File: config.mk
export PLATFORM = sky130hd
export DESIGN_NAME = eth_tx_frame_ctrl
export DESIGN_NICKNAME = d
export VERILOG_FILES = /design/src/rtl/eth_tx_pkg.sv /design/src/rtl/eth_tx_sym_cnt.sv /design/src/rtl/eth_tx_frame_ctrl.sv
export SDC_FILE = /design/constraint.sdc
export NUM_CORES = 1
export LEC_CHECK = 0
export CORE_MARGIN = 2
export CORE_UTILIZATION = 45
export CTS_CLUSTER_SIZE = 8
export DETAILED_ROUTE_END_ITERATION = 10
export GPL_TIMING_DRIVEN = 0
export HOLD_SLACK_MARGIN = 0.08
export PLACE_DENSITY = 0.74
export SETUP_SLACK_MARGIN = 0.05
export SYNTH_ARGS = -nofsm -noshare
export SYNTH_HDL_FRONTEND = slang
export SYNTH_HIERARCHICAL = 1
export SYNTH_SLANG_ARGS = --single-unit
File: constraint.sdc
create_clock -name Clk -period 5.29 [get_ports Clk]
set_clock_uncertainty 0.1 [all_clocks]
set_input_delay 1.058 -clock Clk [delete_from_list [all_inputs] [get_ports Clk]]
set_output_delay 1.058 -clock Clk [all_outputs]
set_load 0.02 [all_outputs]
File: src/rtl/eth_tx_pkg.sv
// Shared types and constants for the Ethernet TX framing controller.
// State codes are fixed because the datapath field mux decodes them directly.
package eth_tx_pkg;

   typedef enum logic [3:0] {
      ST_IDLE      = 4'd0,
      ST_PREAMBLE  = 4'd1,
      ST_SFD       = 4'd2,
      ST_DEST_ADDR = 4'd3,
      ST_SRC_ADDR  = 4'd4,
      ST_LEN_TYPE  = 4'd5,
      ST_DATA      = 4'd6,
      ST_PAD       = 4'd7,
      ST_FCS       = 4'd8,
      ST_IFG       = 4'd9
   } tx_state_e;

   localparam int unsigned PREAMBLE_BYTES_DEF = 7;
   localparam int unsigned SFD_BYTES          = 1;
   localparam int unsigned MAC_BYTES          = 6;
   localparam int unsigned LEN_TYPE_BYTES     = 2;
   localparam int unsigned FCS_BYTES          = 4;

   localparam int unsigned LEN_W = 11;
   localparam int unsigned PAD_W = 6;

   typedef struct packed {
      logic tx_en;
      logic crc_en;
      logic fifo_rd;
      logic pad_en;
      logic underrun_err;
      logic len_err;
   } tx_ctrl_t;

   // Zero-pad byte count needed to bring a payload up to the minimum frame size.
   function automatic logic [PAD_W-1:0] calc_pad(input logic [LEN_W-1:0] len,
                                                 input int unsigned      min_payload);
      if (32'(len) < min_payload) begin
         return PAD_W'(min_payload - 32'(len));
      end
      return '0;
   endfunction

endpackage

File: src/rtl/eth_tx_sym_cnt.sv
// Symbol-within-byte and byte-within-field counter for the TX framing FSM.
// Field_Done marks the last symbol of the last byte of the current field.
module eth_tx_sym_cnt
   import eth_tx_pkg::*;
#(
   parameter int unsigned SPB = 4
) (
   input  logic             Clk,
   input  logic             Rst,
   input  logic             Clr,
   input  logic [LEN_W-1:0] Field_Len,
   output logic [2:0]       Sym_Idx,
   output logic             Byte_Wrap,
   output logic             Field_Done
);

   localparam logic [2:0] SYM_LAST = 3'(SPB - 1);

   logic [2:0]       sym_q, sym_d;
   logic [LEN_W-1:0] byte_q, byte_d;

   assign Byte_Wrap  = (sym_q == SYM_LAST);
   assign Field_Done = Byte_Wrap && (byte_q == (Field_Len - LEN_W'(1)));
   assign Sym_Idx    = sym_q;

   // NOTE: every signal written here gets a default first, so no latch is inferred.
   always_comb begin
      sym_d  = sym_q;
      byte_d = byte_q;
      if (Clr) begin
         sym_d  = '0;
         byte_d = '0;
      end else if (Byte_Wrap) begin
         sym_d  = '0;
         byte_d = byte_q + LEN_W'(1);
      end else begin
         sym_d  = sym_q + 3'd1;
      end
   end

   // NOTE: state flops use non-blocking assignments; reset is sampled on the clock edge.
   always_ff @(posedge Clk) begin
      if (Rst) begin
         sym_q  <= '0;
         byte_q <= '0;
      end else begin
         sym_q  <= sym_d;
         byte_q <= byte_d;
      end
   end

endmodule

File: src/rtl/eth_tx_frame_ctrl.sv
// Ethernet TX framing controller: sequences preamble through IFG for a 2/4/8-bit PHY path,
// with length-driven frame end, zero padding, FIFO underrun abort and IFG enforcement.
module eth_tx_frame_ctrl
   import eth_tx_pkg::*;
#(
   parameter int unsigned DATA_W         = 2,
   parameter int unsigned PREAMBLE_BYTES = PREAMBLE_BYTES_DEF,
   parameter int unsigned MIN_PAYLOAD    = 46,
   parameter int unsigned MAX_PAYLOAD    = 1500,
   parameter int unsigned IFG_BYTES      = 12
) (
   input  logic             Clk,
   input  logic             Rst,
   input  logic             Eth_Pkt_Rdy,
   input  logic [LEN_W-1:0] Pkt_Len,
   input  logic             Fifo_Empty,
   output logic             Fifo_Rd,
   output logic [3:0]       Tx_Ctrl_FSM_State,
   output logic [2:0]       Sym_Idx,
   output logic             Tx_En,
   output logic             Crc_En,
   output logic             Pad_En,
   output logic             Underrun_Err,
   output logic             Len_Err
);

   localparam int unsigned      SPB     = 8 / DATA_W;
   localparam logic [LEN_W-1:0] MAX_LEN = LEN_W'(MAX_PAYLOAD);

   tx_state_e        state_q, state_d;
   logic [LEN_W-1:0] len_q, len_d;
   logic [PAD_W-1:0] pad_q, pad_d;
   tx_ctrl_t         ctl_q, ctl_d;

   logic [LEN_W-1:0] field_len;
   logic             field_done;
   logic             byte_wrap;
   logic             cnt_clr;
   logic             rd_slot;

   eth_tx_sym_cnt #(
      .SPB (SPB)
   ) u_sym_cnt (
      .Clk        (Clk),
      .Rst        (Rst),
      .Clr        (cnt_clr),
      .Field_Len  (field_len),
      .Sym_Idx    (Sym_Idx),
      .Byte_Wrap  (byte_wrap),
      .Field_Done (field_done)
   );

   always_comb begin
      field_len = '0;
      case (state_q)
         ST_PREAMBLE:  field_len = LEN_W'(PREAMBLE_BYTES);
         ST_SFD:       field_len = LEN_W'(SFD_BYTES);
         ST_DEST_ADDR: field_len = LEN_W'(MAC_BYTES);
         ST_SRC_ADDR:  field_len = LEN_W'(MAC_BYTES);
         ST_LEN_TYPE:  field_len = LEN_W'(LEN_TYPE_BYTES);
         ST_DATA:      field_len = len_q;
         ST_PAD:       field_len = LEN_W'(pad_q);
         ST_FCS:       field_len = LEN_W'(FCS_BYTES);
         ST_IFG:       field_len = LEN_W'(IFG_BYTES);
         default:      field_len = '0;
      endcase
   end

   always_comb begin
      state_d       = state_q;
      len_d         = len_q;
      pad_d         = pad_q;
      ctl_d         = '0;
      rd_slot       = 1'b0;

      case (state_q)
         ST_IDLE: begin
            if (Eth_Pkt_Rdy) begin
               if (Pkt_Len <= MAX_LEN) begin
                  state_d = ST_PREAMBLE;
                  len_d   = Pkt_Len;
                  pad_d   = calc_pad(Pkt_Len, MIN_PAYLOAD);
               end else begin
                  ctl_d.len_err = 1'b1;
               end
            end
         end
         ST_PREAMBLE:  if (field_done) state_d = ST_SFD;
         ST_SFD:       if (field_done) state_d = ST_DEST_ADDR;
         ST_DEST_ADDR: if (field_done) state_d = ST_SRC_ADDR;
         ST_SRC_ADDR:  if (field_done) state_d = ST_LEN_TYPE;
         ST_LEN_TYPE: begin
            if (field_done) begin
               if (len_q != '0)      state_d = ST_DATA;
               else if (pad_q != '0) state_d = ST_PAD;
               else                  state_d = ST_FCS;
            end
         end
         ST_DATA: begin
            if (field_done) begin
               if (pad_q != '0) state_d = ST_PAD;
               else             state_d = ST_FCS;
            end
         end
         ST_PAD:  if (field_done) state_d = ST_FCS;
         ST_FCS:  if (field_done) state_d = ST_IFG;
         ST_IFG:  if (field_done) state_d = ST_IDLE;
         default: state_d = ST_IDLE;
      endcase

      // The next cycle opens a payload byte: FIFO state decides read or abort one cycle early
      // so Fifo_Rd and Underrun_Err can both be registered.
      rd_slot = (state_d == ST_DATA) && ((state_q != ST_DATA) || byte_wrap);
      if (rd_slot && Fifo_Empty) begin
         state_d            = ST_IFG;
         ctl_d.underrun_err = 1'b1;
      end
      ctl_d.fifo_rd = rd_slot && !Fifo_Empty;

      ctl_d.tx_en  = state_d inside {[ST_PREAMBLE:ST_FCS]};
      ctl_d.crc_en = state_d inside {[ST_DEST_ADDR:ST_PAD]};
      ctl_d.pad_en = (state_d == ST_PAD);
   end

   // Counters restart on every field boundary and stay parked while idle.
   assign cnt_clr = (state_d != state_q) || (state_d == ST_IDLE);

   always_ff @(posedge Clk) begin
      if (Rst) begin
         state_q <= ST_IDLE;
         len_q   <= '0;
         pad_q   <= '0;
         ctl_q   <= '0;
      end else begin
         state_q <= state_d;
         len_q   <= len_d;
         pad_q   <= pad_d;
         ctl_q   <= ctl_d;
      end
   end

   assign Tx_Ctrl_FSM_State = state_q;
   assign Tx_En             = ctl_q.tx_en;
   assign Crc_En            = ctl_q.crc_en;
   assign Fifo_Rd           = ctl_q.fifo_rd;
   assign Pad_En            = ctl_q.pad_en;
   assign Underrun_Err      = ctl_q.underrun_err;
   assign Len_Err           = ctl_q.len_err;

endmodule

### After elaboration in Yosys (flattened, before gate mapping)

Cells that the tools add are included.

* bits in registers: 41
* bits of input ports: 15
* output and inout port bits: 13
* word-level logic and storage cells: 80

* add/sub/neg operators: 4
* $lt $le $gt $ge: 6
* equality and inequality tests: 15
* mux-type cells: 24
* bitwise logic cells: 2
* reduce and logical (&&, ||, !) cells: 18

Operators with widths (count)
* 11-bit one-hot mux with 8 select lines: 1
* 4-bit two-way mux: 14
* 4-bit one-hot mux with 10 select lines: 1
* 4-bit by 3-bit == test with 1-bit output (second input constant): 6
* 6-bit two-way mux: 2
* 11-bit by 1-bit adder with 11-bit output (second input constant): 1
* 11-bit == test: 1
* 11-bit less-or-equal comparator (second input constant): 1
* 11-bit by 6-bit < comparator with 1-bit output (second input constant): 1
* 11-bit nonzero test: 1
* 11-bit by 1-bit subtractor with 11-bit output (second input constant): 1
* 4-bit by 2-bit == test with 1-bit output (second input constant): 2
* 4-bit == test (second input constant): 2
* 4-bit zero test: 2
* 1-bit logical AND: 6
* 1-bit two-way mux: 6
* 6-bit nonzero test: 1
* 3-bit OR reduction: 2
* 6-bit subtractor (first input constant): 1
* 4-bit by 1-bit == test with 1-bit output (second input constant): 1
* 4-bit by 1-bit greater-or-equal comparator with 1-bit output (second input constant): 1
* 4-bit by 2-bit greater-or-equal comparator with 1-bit output (second input constant): 1
* 4-bit by 3-bit less-or-equal comparator with 1-bit output (second input constant): 1
* 4-bit less-or-equal comparator (second input constant): 1
* 9 further kinds: 12

### Longest topological paths before layout

* word-level depth: 15
* mapped depth: 24
* gate-level depth less buffers: 19

### Hierarchy

Netlist, hierarchy kept.

Modules (own cells, without submodules)
* eth_tx_frame_ctrl: instances 1, cells each 199, area an instance 1729.2 µm², seq. area each 540.5 µm²
* eth_tx_sym_cnt: instances 1, cells each 110, area an instance 925.9 µm², seq. area each 280.3 µm²

### Worst setup path before layout

Ideal clock, no wire load.

* path kind: register to register
* start point: reg state_q[0] (netlist: Tx_Ctrl_FSM_State[0])
* end point: reg u_sym_cnt.byte_q[7]
* setup time: 0.071 ns
* arrival: 5.135 ns
* data required time: 5.119 ns
* slack: -0.016 ns
* stages on the path, launching flop included: 25
* buffers on the path: 5
* period minus slack after synthesis: 5.306 ns
* cell sequence: dfxtp_1 > buf_6 > clkbuf_1 > nand2_1 > o22ai_1 > a211oi_1 > inv_1 > ha_1 > or4b_4 > a2111oi_0 > o21ai_0 > o31a_1 > nor4_2 > buf_6 > nand2_1 > mux2i_1 > a21oi_2 > a311oi_4 > nand3_2 > a211o_1 > a32o_1 > or2_2 > clkbuf_1 > clkbuf_1 > a21oi_1

* word-level cells in the longest chain between the ends: 15
* elaborated cells on any way between the ends: 37
* classes of those cells: 1 x add/sub; 13 x eq/ne; 14 x mux; 9 x reduce/logical

RTL lines
* start, declared: RTL line eth_tx_frame_ctrl.sv:30 `tx_state_e state_q, state_d;`
* start signal, assigned: RTL line eth_tx_frame_ctrl.sv:135 `state_q <= state_d;`
* 4-bit by 3-bit == test with 1-bit output or 4-bit by 2-bit == test with 1-bit output (tied branches): RTL line eth_tx_frame_ctrl.sv:55 `case (state_q)`
* 2-bit OR reduction (no source line)
* 11-bit one-hot mux with 8 select lines (*): RTL line eth_tx_frame_ctrl.sv:55
* via field_len[1]: RTL line eth_tx_frame_ctrl.sv:35 `logic [LEN_W-1:0] field_len;`
* 11-bit by 1-bit subtractor with 11-bit output (*): RTL line eth_tx_sym_cnt.sv:23 `assign Field_Done = Byte_Wrap && (byte_q == (Field_Len - LEN_W'(1)));`
* 11-bit == test (*): RTL line eth_tx_sym_cnt.sv:23
* 1-bit logical AND (*): RTL line eth_tx_sym_cnt.sv:23
* via field_done: RTL line eth_tx_frame_ctrl.sv:36 `logic field_done;`
* [2 not listed]
* 4-bit by 3-bit == test with 1-bit output: RTL line eth_tx_frame_ctrl.sv:113 `rd_slot = (state_d == ST_DATA) && ((state_q != ST_DATA) || byte_wrap);`
* 1-bit logical AND: RTL line eth_tx_frame_ctrl.sv:113
* 1-bit logical AND: RTL line eth_tx_frame_ctrl.sv:114 `if (rd_slot && Fifo_Empty) begin`
* 4-bit two-way mux (*): RTL line eth_tx_frame_ctrl.sv:114
* 4-bit inequality test or 4-bit zero test (tied branches): RTL line eth_tx_frame_ctrl.sv:126 `assign cnt_clr = (state_d != state_q) || (state_d == ST_IDLE);`
* 1-bit logical OR (*): RTL line eth_tx_frame_ctrl.sv:126
* via cnt_clr: RTL line eth_tx_frame_ctrl.sv:38 `logic cnt_clr;`
* 2-bit OR reduction (no source line) (*)
* end signal, assigned: RTL line eth_tx_sym_cnt.sv:48 `byte_q <= byte_d;`
* end, declared: RTL line eth_tx_sym_cnt.sv:20 `logic [LEN_W-1:0] byte_q, byte_d;`

The timed path passes the listed nets; every way through them passes the cells marked *.
A chain may end at the register's enable or synchronous reset.

### Final worst setup path

* start point: reg state_q[0] (netlist: Tx_Ctrl_FSM_State[0])
* end point: reg u_sym_cnt.byte_q[9]

The elaborated chain is that of the path after synthesis.

==> results.txt <==
----------------------------------------------------
[STA]
  Hold Vio Cnt, Final ... 0
  Shortest clock period the worst path allows after layout ... 5.071 ns
  Period Utilization, post-route ... 95.85%
  Actual transition at the worst max-transition pin ... 0.5232 ns
  Rel. slew slack ... 65.12%
  Peak clock frequency supported by timing ... 197.2 MHz
  Final Setup Violations ... 0
  Pins over their slew limit ... 0
  Worst slack on hold paths ... 0.3557 ns

[Clocking]
  Clk pin slew, worst setup/hold paths ... 0.08 ns
  CTS root buffer ... sky130_fd_sc_hd__clkbuf_8
  Clock insertion delay at the later pin of the skew report ... 0.31 ns
  Clock sink count ... 41
  Deepest clock path buffer count ... 2
  Count of hold-fix buffers inserted at cts ... 0
  Max H-tree Level ... 2
  CTS tree ... yes
  CTS Buf Count ... 5

[Critical path]
  Max Fanout on Critical Path ... 10
  Type of element launching the critical path ... flop
  Cell breakdown of the critical path ... buf_6 -> clkbuf_8 -> nand2_1 -> o22ai_2 -> a211oi_2 -> inv_1 -> ha_4 -> or4b_4 -> a2111oi_2 -> o21ai_0 -> o31a_1 -> nor4_2 -> buf_6 -> nor4b_2 -> nand3_2 -> nor2_4 -> a311oi_4 -> buf_4 -> a41oi_4 -> nand3b_1 -> a32o_1 -> or2_4 -> clkbuf_8 -> a21oi_1
  Max stage delay on crit path ... 0.50 ns
  Critical path endpoint category ... flop
  Slowest CP cell ... sky130_fd_sc_hd__or4b_4
  Worst Path Required ... 5.42 ns
  Arrival time at the worst endpoint ... 5.20 ns
  Origin of the critical flop-to-flop path ... Tx_Ctrl_FSM_State[0]
  CP Class ... flop to flop
  FF-to-FF path depth ... 24
  Critical R2R Capture ... u_sym_cnt/byte_q[9]
  R2R Setup Slk ... 0.22 ns

[Route]
  Vias per inst ... 5.776
  Number of remaining DRC errors ... 0
  Number of search-and-repair iterations in the first detailed-routing pass ... 5
  Wirelength, routed ... 6500 µm
  Final antenna-violating net count ... 0
  Average routed wire per standard cell ... 15.33 µm
  Via count ... 2449
  Number of violations reported at the end of detailed-routing iteration 0 ... 176

[Synth]
  EDFF count, synth ... 0
  Fraction of the yosys area taken by sequential cells ... 30.91%
  Net Count, Synth ... 330
  Flops & latches, synth ... 41
  Synthesis warning total ... 6
  Number of distinct standard cells referenced by the synthesized netlist ... 69
  Fraction of synthesized cell area taken by the top area cell type ... 30.91%
  Most used flip-flop cell after synthesis ... sky130_fd_sc_hd__dfxtp_1
  Synth area leader ... sky130_fd_sc_hd__dfxtp_1
  Mean instance size in the synthesized netlist ... 8.592 µm²
  Mapped cell area ... 0.002655 mm²
  Main area contributors after synthesis ... sky130_fd_sc_hd__dfxtp_1 (31%), sky130_fd_sc_hd__nor2_1 (5.7%), sky130_fd_sc_hd__mux2i_1 (4.5%)
  Async set or reset register ratio after synthesis ... 0%
  Gate count of the mapped netlist ... 309

[Status]
  Outcome ... completed

[Placement]
  Post-detailed-placement half-perimeter wirelength ... 4521 µm
  Final Wtd Congestion ... 0.9140
  Count of port buffers added during placement ... 26

[Finish]
  Util after Layout ... 58.17%
  Nets ... 372
  Area growth from synthesis to layout ... 22.86%
  Diodes inserted ... 0
  Share of layout cells above drive strength 1 ... 19.60%

[Die]
  Standard cell core area ... 0.005608 mm²
  Die ar. ... 0.006530 mm²
  Row count ... 27
  Starting utilization of the core area ... 47.34%
  Vertical die dimension ... 80.81 µm
  I/O pins ... 28
  Die boundary width ... 80.81 µm

[Power and ir drop]
  Total power consumption of the routed design ... 670.4 µW
  Static leakage ... 0.001284 µW
  Maximum vdd drop ... 0.0001477 V
  Power per cell area ... 205.5 mW/mm²

[Global route]
  Number of antenna violations at the first check in global routing ... 0
  First-pass GRT wire length ... 10190 µm
  Pin count of the biggest net entering global routing ... 13
  Vias in the first global route ... 2192
  Combined global-route utilization of all metal layers ... 20.00%
  Aggregate global routing overflow ... 0

[Min path]
  Hold Path Stages ... 1
  Hold Crit Class ... flop to flop
  Endpoint of the worst hold path ... u_sym_cnt/Sym_Idx[0]
  Hold path startpoint ... u_sym_cnt/Sym_Idx[0]

[Run]
  Maximum Capacitance Violations ... 0

----------------------------------------------------
## critical path, delay by kind of cell, from the launching register on
kind | cells | cell delay, ns
adder cells (fa/ha/maj) | 1 | 0.16
buffers and inverters | 6 | 0.95
AND/OR/NAND/NOR | 8 | 1.84
flip-flops | 1 | 0.37
AO/OA/AOI/OAI | 9 | 1.58
## power by group
group	switching (µW)	internal, µW	total, µW	leakage (µW)
Sequential	7.16	317	324	0.000334
Clock	114	91.6	206	0.0000450
Combinational	72.6	68.2	141	0.000905
## routing by layer
metal  wire (µm)  global-route usage, %  share of wire [%]
met1        2934                  25.94                 45
met2        3113                  32.89                 48
met3         371                  3.556                5.7
met4          81                  7.966                1.2
met5           0                      0                  0
## sequential cells by signal, indices dropped and copies added, names as in the netlist
signal	count
Pad_En	1
Tx_Ctrl_FSM_State	4
u_sym_cnt/byte_q	11
Len_Err	1
len_q	11
Fifo_Rd	1
Crc_En	1
pad_q	6
u_sym_cnt/Sym_Idx	3
Tx_En	1
Underrun_Err	1
## per-stage QoR
step	std cells	worst slack, ns	cell area [µm²]	setup TNS [ns]
floorplan	309	0.1086	2656	0
global placement	407	-0.4167	3007	-4.478
detailed placement	407	-0.4744	3007	-5.143
CTS	420	0.1267	3193	0
global route	424	-0.0008238	3262	-0.0008238
finish	424	0.2194	3262	0
## placed cells by master (no fill, tap or decap), types with 3 or more instances in the layout
cell,synthesis,layout
sky130_fd_sc_hd__xor2_1,10,10
sky130_fd_sc_hd__a21oi_1,14,13
sky130_fd_sc_hd__mux2i_1,12,12
sky130_fd_sc_hd__and3_1,9,9
sky130_fd_sc_hd__a32o_1,3,3
sky130_fd_sc_hd__inv_2,2,3
sky130_fd_sc_hd__dfxtp_1,41,37
sky130_fd_sc_hd__buf_4,1,11
sky130_fd_sc_hd__a22oi_1,6,6
sky130_fd_sc_hd__nand3b_1,3,3
sky130_fd_sc_hd__clkbuf_1,7,5
sky130_fd_sc_hd__or3_1,4,4
sky130_fd_sc_hd__clkdlybuf4s50_1,0,26
sky130_fd_sc_hd__xnor2_1,11,11
sky130_fd_sc_hd__nor4b_1,5,3
sky130_fd_sc_hd__nand4_1,3,3
sky130_fd_sc_hd__nor2_1,40,40
sky130_fd_sc_hd__inv_1,11,10
sky130_fd_sc_hd__nor3_1,11,11
sky130_fd_sc_hd__buf_2,4,4
sky130_fd_sc_hd__o21ai_0,8,6
sky130_fd_sc_hd__nor4_1,5,5
sky130_fd_sc_hd__ha_1,6,5
sky130_fd_sc_hd__clkbuf_8,2,9
sky130_fd_sc_hd__a31oi_1,3,3
sky130_fd_sc_hd__nand3_1,9,9
sky130_fd_sc_hd__nand2_1,23,23
sky130_fd_sc_hd__dfxtp_2,0,4
## synth_stat cells (all sizes together) (2+ instances only)
master and n:
a21oi 15, nor2 41, or3 4, or4 3, nor3 11, o211a 2, a31oi 3, buf 7
nand2 23, nor2b 2, mux2i 12, inv 13, nor4b 6, xor2 10, xnor2 11, a211oi 2
nor4 7, nor3b 4, o21a 2, and3b 2, ha 6, o21ai 10, a32o 3, dfxtp 41
a2111oi 2, clkbuf 9, nand4 3, o2111ai 2, and3 11, a31o 2, and2b 3, o22ai 2
nand3b 3, nand3 11, a22oi 6
## worst max path at each step
stage / from / end / slack, ns / depth (start not counted)
3_5_place_dp: Tx_Ctrl_FSM_State[0] / u_sym_cnt/byte_q[9] / -0.47 / 24
6_report: Tx_Ctrl_FSM_State[0] / u_sym_cnt/byte_q[9] / 0.22 / 24
3_3_place_gp: Tx_Ctrl_FSM_State[0] / u_sym_cnt/byte_q[9] / -0.42 / 24
4_1_cts: Tx_Ctrl_FSM_State[0] / u_sym_cnt/byte_q[9] / 0.13 / 23
5_1_grt: Tx_Ctrl_FSM_State[0] / u_sym_cnt/byte_q[9] / -0.0008 / 24
2_1_floorplan: Tx_Ctrl_FSM_State[0] / u_sym_cnt/byte_q[7] / 0.11 / 24
## kinds of logic after synthesis
logic type,count (synthesis),synth area share [%]
buf+inv,29,5.750
flops,41,30.91
xor+xnor,21,6.927
fa+ha+maj,6,2.827
mux,13,4.948
compound gates,59,18.43
simple gates,140,30.21
## cell type report
type / count / area (µm²)
fillers: 530 / 2346
clock buffers: 6 / 72.57
clock inverters: 2 / 10.01
repair buffers: 36 / 335.3
multi-input cells: 239 / 1759
inverters: 13 / 48.80
well taps: 72 / 90.09
plain buffers: 15 / 120.1
flip-flops and latches: 41 / 825.8
## timing repair
item	in CTS	in global routing
gates resized for setup	17	10
endpoints found under the hold margin	0	0
pin swaps	6	3
setup buffers	6	4
endpoints found under the setup margin	14	14
Power figures use the tool's default switching activity.
